### config.mk
export PLATFORM = sky130hd
export DESIGN_NAME = seg7_scan_driver
export DESIGN_NICKNAME = d
export VERILOG_FILES = /design/src/rtl/seg7_scan_driver.sv
export SDC_FILE = /design/constraint.sdc
export NUM_CORES = 1
export LEC_CHECK = 0
export BUFFER_PORTS_ARGS = -buffer_cell sky130_fd_sc_hd__buf_2
export CORE_MARGIN = 1
export CORE_UTILIZATION = 35
export CTS_CLUSTER_SIZE = 30
export DETAILED_ROUTE_END_ITERATION = 8
export PLACE_DENSITY = 0.51
export SLEW_MARGIN = 25
export SYNTH_ARGS = -nofsm -noshare
export SYNTH_HDL_FRONTEND = slang
export SYNTH_SLANG_ARGS = --single-unit
### constraint.sdc
create_clock -name i_clk -period 2.9 [get_ports i_clk]
set_clock_uncertainty 0.1 [all_clocks]
set_input_delay 0.145 -clock i_clk [delete_from_list [all_inputs] [get_ports i_clk]]
set_output_delay 0.145 -clock i_clk [all_outputs]
set_load 0.05 [all_outputs]
### src/rtl/seg7_scan_driver.sv
// seg7_scan_driver
// Time-multiplexed driver for a row of NUM_DIGITS 7-segment digits.
// A valid/ready port loads packed BCD codes and decimal points into a shadow
// register. The shadow is copied to the displayed value only at a frame
// boundary while scanning, or on the next cycle while idle, so a frame never
// shows half-old, half-new digits. Each digit slot begins with one blank
// guard cycle to prevent ghosting.
//
// Ports:
//   i_clk, i_rst_n      clock (rising edge), async active-low reset
//   i_enable            1 = scan, 0 = all digits off
//   i_lz_blank          1 = blank leading zeros (digit 0 is never blanked)
//   i_load_valid        new value offered on i_bcd_in / i_dp_in
//   o_load_ready        shadow register free
//   i_bcd_in, i_dp_in   packed codes (digit i at [4i+3:4i]) and dp requests
//   o_seg, o_dp_out     segments a..g in bits 0..6, and decimal point
//   o_dig_en            one-hot digit select, or none selected
//   o_frame_done        one-cycle pulse at the end of each full scan
//
// state | meaning
// IDLE  | counters held at 0, every output unlit, loads apply next cycle
// SCAN  | slot counter running, loads apply when idx wraps to 0
module seg7_scan_driver #(
  parameter int NUM_DIGITS     = 4,
  parameter int REFRESH_DIV    = 1000,
  parameter bit SEG_ACTIVE_LOW = 1'b0,
  parameter bit DIG_ACTIVE_LOW = 1'b1
) (
  input  logic                    i_clk,
  input  logic                    i_rst_n,
  input  logic                    i_enable,
  input  logic                    i_lz_blank,
  input  logic                    i_load_valid,
  output logic                    o_load_ready,
  input  logic [4*NUM_DIGITS-1:0] i_bcd_in,
  input  logic [NUM_DIGITS-1:0]   i_dp_in,
  output logic [6:0]              o_seg,
  output logic                    o_dp_out,
  output logic [NUM_DIGITS-1:0]   o_dig_en,
  output logic                    o_frame_done
);

  localparam int CW = $clog2(REFRESH_DIV);
  localparam int IW = (NUM_DIGITS > 1) ? $clog2(NUM_DIGITS) : 1;
  localparam logic [CW-1:0] CNT_LAST = CW'(REFRESH_DIV - 1);
  localparam logic [IW-1:0] IDX_LAST = IW'(NUM_DIGITS - 1);
  // XOR masks that turn active-high values into pin levels
  localparam logic [6:0]            SEG_POL = {7{SEG_ACTIVE_LOW}};
  localparam logic                  DP_POL  = SEG_ACTIVE_LOW;
  localparam logic [NUM_DIGITS-1:0] DIG_POL = {NUM_DIGITS{DIG_ACTIVE_LOW}};

  typedef enum logic {IDLE, SCAN} state_t;

  state_t                  r_state;
  state_t                  w_state_nxt;
  logic [CW-1:0]           r_cnt;
  logic [IW-1:0]           r_idx;
  logic [4*NUM_DIGITS-1:0] r_disp_bcd;
  logic [NUM_DIGITS-1:0]   r_disp_dp;
  logic [4*NUM_DIGITS-1:0] r_shadow_bcd;
  logic [NUM_DIGITS-1:0]   r_shadow_dp;
  logic                    r_pend;
  logic [6:0]              r_seg;
  logic                    r_dp;
  logic [NUM_DIGITS-1:0]   r_dig_en;
  logic                    r_frame_done;

  logic                    w_cnt_last;
  logic                    w_idx_last;
  logic                    w_wrap;
  logic                    w_accept;
  logic                    w_xfer;
  logic [NUM_DIGITS-1:0]   w_lz_zero;
  logic [6:0]              w_seg_nxt;
  logic                    w_dp_nxt;
  logic [NUM_DIGITS-1:0]   w_dig_nxt;

  function automatic logic [6:0] f_decode(input logic [3:0] i_code);
    logic [6:0] v_seg;
    case (i_code)
      4'd0:    v_seg = 7'b0111111;
      4'd1:    v_seg = 7'b0000110;
      4'd2:    v_seg = 7'b1011011;
      4'd3:    v_seg = 7'b1001111;
      4'd4:    v_seg = 7'b1100110;
      4'd5:    v_seg = 7'b1101101;
      4'd6:    v_seg = 7'b1111101;
      4'd7:    v_seg = 7'b0000111;
      4'd8:    v_seg = 7'b1111111;
      4'd9:    v_seg = 7'b1101111;
      default: v_seg = 7'b0000000;
    endcase
    return v_seg;
  endfunction

  always_ff @(posedge i_clk or negedge i_rst_n) begin
    if (!i_rst_n) r_state <= IDLE;
    else          r_state <= w_state_nxt;
  end

  always_comb begin
    w_state_nxt = r_state;
    case (r_state)
      IDLE:    if (i_enable)  w_state_nxt = SCAN;
      SCAN:    if (!i_enable) w_state_nxt = IDLE;
      default: w_state_nxt = IDLE;
    endcase
  end

  assign w_cnt_last = (r_cnt == CNT_LAST);
  assign w_idx_last = (r_idx == IDX_LAST);
  assign w_wrap     = (r_state == SCAN) && w_cnt_last && w_idx_last;
  assign w_accept   = i_load_valid && !r_pend;
  // the wrap transfer happens even if enable drops in the same cycle
  assign w_xfer     = r_pend && (w_wrap || (r_state == IDLE));

  always_ff @(posedge i_clk or negedge i_rst_n) begin
    if (!i_rst_n) begin
      r_cnt <= '0;
      r_idx <= '0;
    end else if ((r_state == SCAN) && i_enable) begin
      if (w_cnt_last) begin
        r_cnt <= '0;
        r_idx <= w_idx_last ? '0 : r_idx + IW'(1);
      end else begin
        r_cnt <= r_cnt + CW'(1);
      end
    end else begin
      r_cnt <= '0;
      r_idx <= '0;
    end
  end

  always_ff @(posedge i_clk or negedge i_rst_n) begin
    if (!i_rst_n) begin
      r_disp_bcd   <= '0;
      r_disp_dp    <= '0;
      r_shadow_bcd <= '0;
      r_shadow_dp  <= '0;
      r_pend       <= 1'b0;
    end else begin
      if (w_xfer) begin
        r_disp_bcd <= r_shadow_bcd;
        r_disp_dp  <= r_shadow_dp;
      end
      // accept needs pend=0 and transfer needs pend=1, so they never collide
      if (w_accept) begin
        r_shadow_bcd <= i_bcd_in;
        r_shadow_dp  <= i_dp_in;
        r_pend       <= 1'b1;
      end else if (w_xfer) begin
        r_pend <= 1'b0;
      end
    end
  end

  // w_lz_zero[k]: digit k and every digit above it hold code 0
  always_comb begin
    logic v_zero;
    v_zero    = 1'b1;
    w_lz_zero = '0;
    for (int k = NUM_DIGITS - 1; k >= 0; k--) begin
      v_zero       = v_zero && (r_disp_bcd[4*k +: 4] == 4'd0);
      w_lz_zero[k] = v_zero;
    end
  end

  always_comb begin
    w_seg_nxt = 7'b0;
    w_dp_nxt  = 1'b0;
    w_dig_nxt = '0;
    if ((r_state == SCAN) && (r_cnt != '0)) begin
      for (int k = 0; k < NUM_DIGITS; k++) begin
        if (r_idx == IW'(k)) begin
          w_dig_nxt[k] = 1'b1;
          w_dp_nxt     = r_disp_dp[k];
          if (!(i_lz_blank && (k != 0) && w_lz_zero[k]))
            w_seg_nxt = f_decode(r_disp_bcd[4*k +: 4]);
        end
      end
    end
  end

  always_ff @(posedge i_clk or negedge i_rst_n) begin
    if (!i_rst_n) begin
      r_seg        <= SEG_POL;
      r_dp         <= DP_POL;
      r_dig_en     <= DIG_POL;
      r_frame_done <= 1'b0;
    end else begin
      r_seg        <= w_seg_nxt ^ SEG_POL;
      r_dp         <= w_dp_nxt ^ DP_POL;
      r_dig_en     <= w_dig_nxt ^ DIG_POL;
      r_frame_done <= w_wrap && i_enable;
    end
  end

  assign o_load_ready = !r_pend;
  assign o_seg        = r_seg;
  assign o_dp_out     = r_dp;
  assign o_dig_en     = r_dig_en;
  assign o_frame_done = r_frame_done;

endmodule

==> run summary <==
post_cts resized = 0
Worst-path clk slew = 0.07 ns
Area Growth Syn to Fin = 20.4%
H-tree depth = 3
DRT iter0 DRCs = 117
port buffer count = 38
routed vias/inst = 4.84
Max rail drop VDD = 0.000414 V
RSZ-0062 raised after global routing = no
Leakage = 2.09 nW
postcts setup bufs = 0
first-pass GRT wire length = 13.0 mm
worst path arrival time = 2.51 ns
most area-consuming cells after synthesis = dfrtp_1, ha_1, mux2_4
WP data required = 3.03 ns
largest area contributor in the netlist = dfrtp_1
vias in the first global route = 2,631
Root Buffer Master = clkbuf_8
remaining antenna violation count = 0
setup TNS = 0 ns
layout cells sized above 1 = 0.262
IO Count = 39
FF+latch count, synth = 67
prevailing post-synth register cell = dfrtp_1
Final #Nets = 463
Slew @ Worst Pin = 0.499 ns
Cells after DPL = 513
Yosys top cell area share = 0.417
pin count of the biggest net entering global routing = 68
FMAX = 420 MHz
total track usage = 0.150
slew margin rel. = 0.665
Cell Pwr Density = 732 nW/um2
Tmin final = 2.38 ns
setup ws final = 0.516 ns
status = completed
design area = 4560 um2
die area = 11,200 um2
Post-synth top cells = dfrtp_1, nor2_1, ha_1, inv_1, mux2_2
initial antenna violation count = 0
Core Box Area = 10,400 um2
number of flops mapped to enable cells by yosys = 0
Final Max Slew Viols = 0
CP peak stage delay = 0.53 ns
synthesized net count = 400
crit path buf inv count = 1
routability congestion estimate = 0.792
Num CTS Buffers = 9
Mean Syn Cell Area = 10.9 um2
fin cells = 552
FILL cells = 1,020
CTS tree = done
Area after DPL = 4110 um2
Starting Density = 0.363
worst skew pair latency = 0.34 ns
DP HPWL = 5.52 mm
post-synthesis sequential area ratio = 0.444
Hold Fails Final Rpt = 0
clk sink count = 67
Vias = 2,670
Max Cap Viol = 0
Slowest-stage cell, CP = or4_4
instance count of the mapped netlist = 348
Wirelength per Cell = 13.8 um
final setup vio count = 0
hold crit path type = input pin to async pin
CP max FO = 16
antenna cells = 0
DR DRC count = 0
Initial DRT Pass Iterations = 4
Routed Wire Length = 7.61 mm
Synth cell types = 54
# rows = 37
Clock Tree Buf Depth = 2
Worst Setup End Kind = register
Tcrit/Tclk final = 0.822
post-place setup slack = 0.512 ns
total gr overflow = 0
DIE HEIGHT = 106 um
most common cell in the netlist = dfrtp_1
critical path class = register to register
FFs w/ async S/R, synth = 1.00
CP cell instances = or2_1 -> or4_4 -> o21a_4 -> nor2_8 -> buf_12 -> mux2_1
CTS Hold Bufs = 23
Ys Warns = 0
startpoint type of the worst setup path = register
Synth Cell Area = 3780 um2
die width = 106 um
CP top delay family = simple AND/OR/NAND/NOR gates
power breakdown:
group          internal [mW]  switching [mW]
registers               1.14           0.264
clock network          0.465           0.352
logic                  0.584           0.527
final timing paths:
| check | start | to | slack, ns | cells past startpoint |
|---|---|---|---|---|
| worst max-delay path | r_cnt[4]$_DFF_PN0_ | r_disp_dp[1]$_DFFE_PN0P_ | 0.52 | 6 |
| worst min-delay path | i_rst_n | r_cnt[2]$_DFF_PN0_ | 0.25 | 3 |
| worst max register to register | r_cnt[4]$_DFF_PN0_ | r_disp_dp[1]$_DFFE_PN0P_ | 0.52 | 6 |
| worst min register to register | r_cnt[0]$_DFF_PN0_ | r_cnt[0]$_DFF_PN0_ | 0.38 | 1 |
| max in group asynchronous | i_rst_n | o_dig_en[3]$_DFF_PN1_ | 2.14 | 3 |
| min in group i_clk | r_cnt[0]$_DFF_PN0_ | r_cnt[0]$_DFF_PN0_ | 0.38 | 1 |
sequential cells by signal (all words and copies together), names as in the netlist:
name	cells
o_dig_en	4
o_dp_out	1
o_frame_done	1
o_seg	7
r_cnt	10
r_disp_bcd	16
r_disp_dp	4
r_idx	2
r_pend	1
r_shadow_bcd	16
r_shadow_dp	4
r_state	1
worst min-delay path: cells and delay by family:
kind	cells	cell delay, ns
buffers and inverters	3	0.95
stage by stage:
stage / util / total power, mW / hold slack [ns]
2_1_floorplan: - / 2.26 / -0.251
3_3_place_gp: 0.395 / 2.50 / 0.0988
3_5_place_dp: 0.395 / 2.52 / 0.0998
4_1_cts: 0.437 / 3.38 / 0.259
5_1_grt: 0.437 / 3.59 / 0.286
6_report: 0.437 / 3.33 / 0.251
layout make-up:
type                            count  area [um2]  area share
Clock buffer                       12         165      0.0362
Timing Repair Buffer               65         475       0.104
Tap cell                          136         170      0.0373
Inverter                           27         101      0.0222
Sequential cell                    67        1680       0.369
Multi-Input combinational cell    241        1920       0.420
Clock inverter                      4        47.5      0.0104
routing by layer:
layer,part of all wire,vias to the layer above,global-route usage
met1,0.50,1269,0.201
li1,-,1341,-
met2,0.45,49,0.233
met3,0.037,11,0.0380
met4,0.014,0,0.0546
met5,0,-,0
logic make-up (layout without fill, tap and decap cells):
group                      after synthesis  count (layout)  share of synthesized area
and+or+nand+nor                         91              91                      0.125
AOI/OAI and AO/OA                       72              72                      0.127
DFF                                     67              67                      0.444
muxes                                   44              44                      0.148
buffers and inverters                   40             108                     0.0502
adders and majority gates               27              27                     0.0893
xor gates and xnor gates                 7               7                     0.0162
layout by cell type, fill, tap and decap left out, types with 3 or more instances in the layout:
| cell type | count |
|---|---|
| nor3b_1 | 4 |
| o31ai_1 | 3 |
| ha_1 | 27 |
| o311a_1 | 3 |
| o221ai_1 | 3 |
| clkbuf_8 | 12 |
| a21oi_1 | 16 |
| nand3_1 | 8 |
| o22ai_1 | 5 |
| nand2b_1 | 11 |
| dlygate4sd3_1 | 23 |
| nor2_1 | 30 |
| dfstp_2 | 4 |
| inv_1 | 27 |
| mux2_4 | 19 |
| xnor2_1 | 6 |
| mux2i_1 | 4 |
| dfrtp_1 | 63 |
| or3_1 | 4 |
| mux2_2 | 20 |
| o21ai_0 | 19 |
| nand2_1 | 18 |
| buf_2 | 38 |
Note: power is estimated with default switching activity, not from simulation.
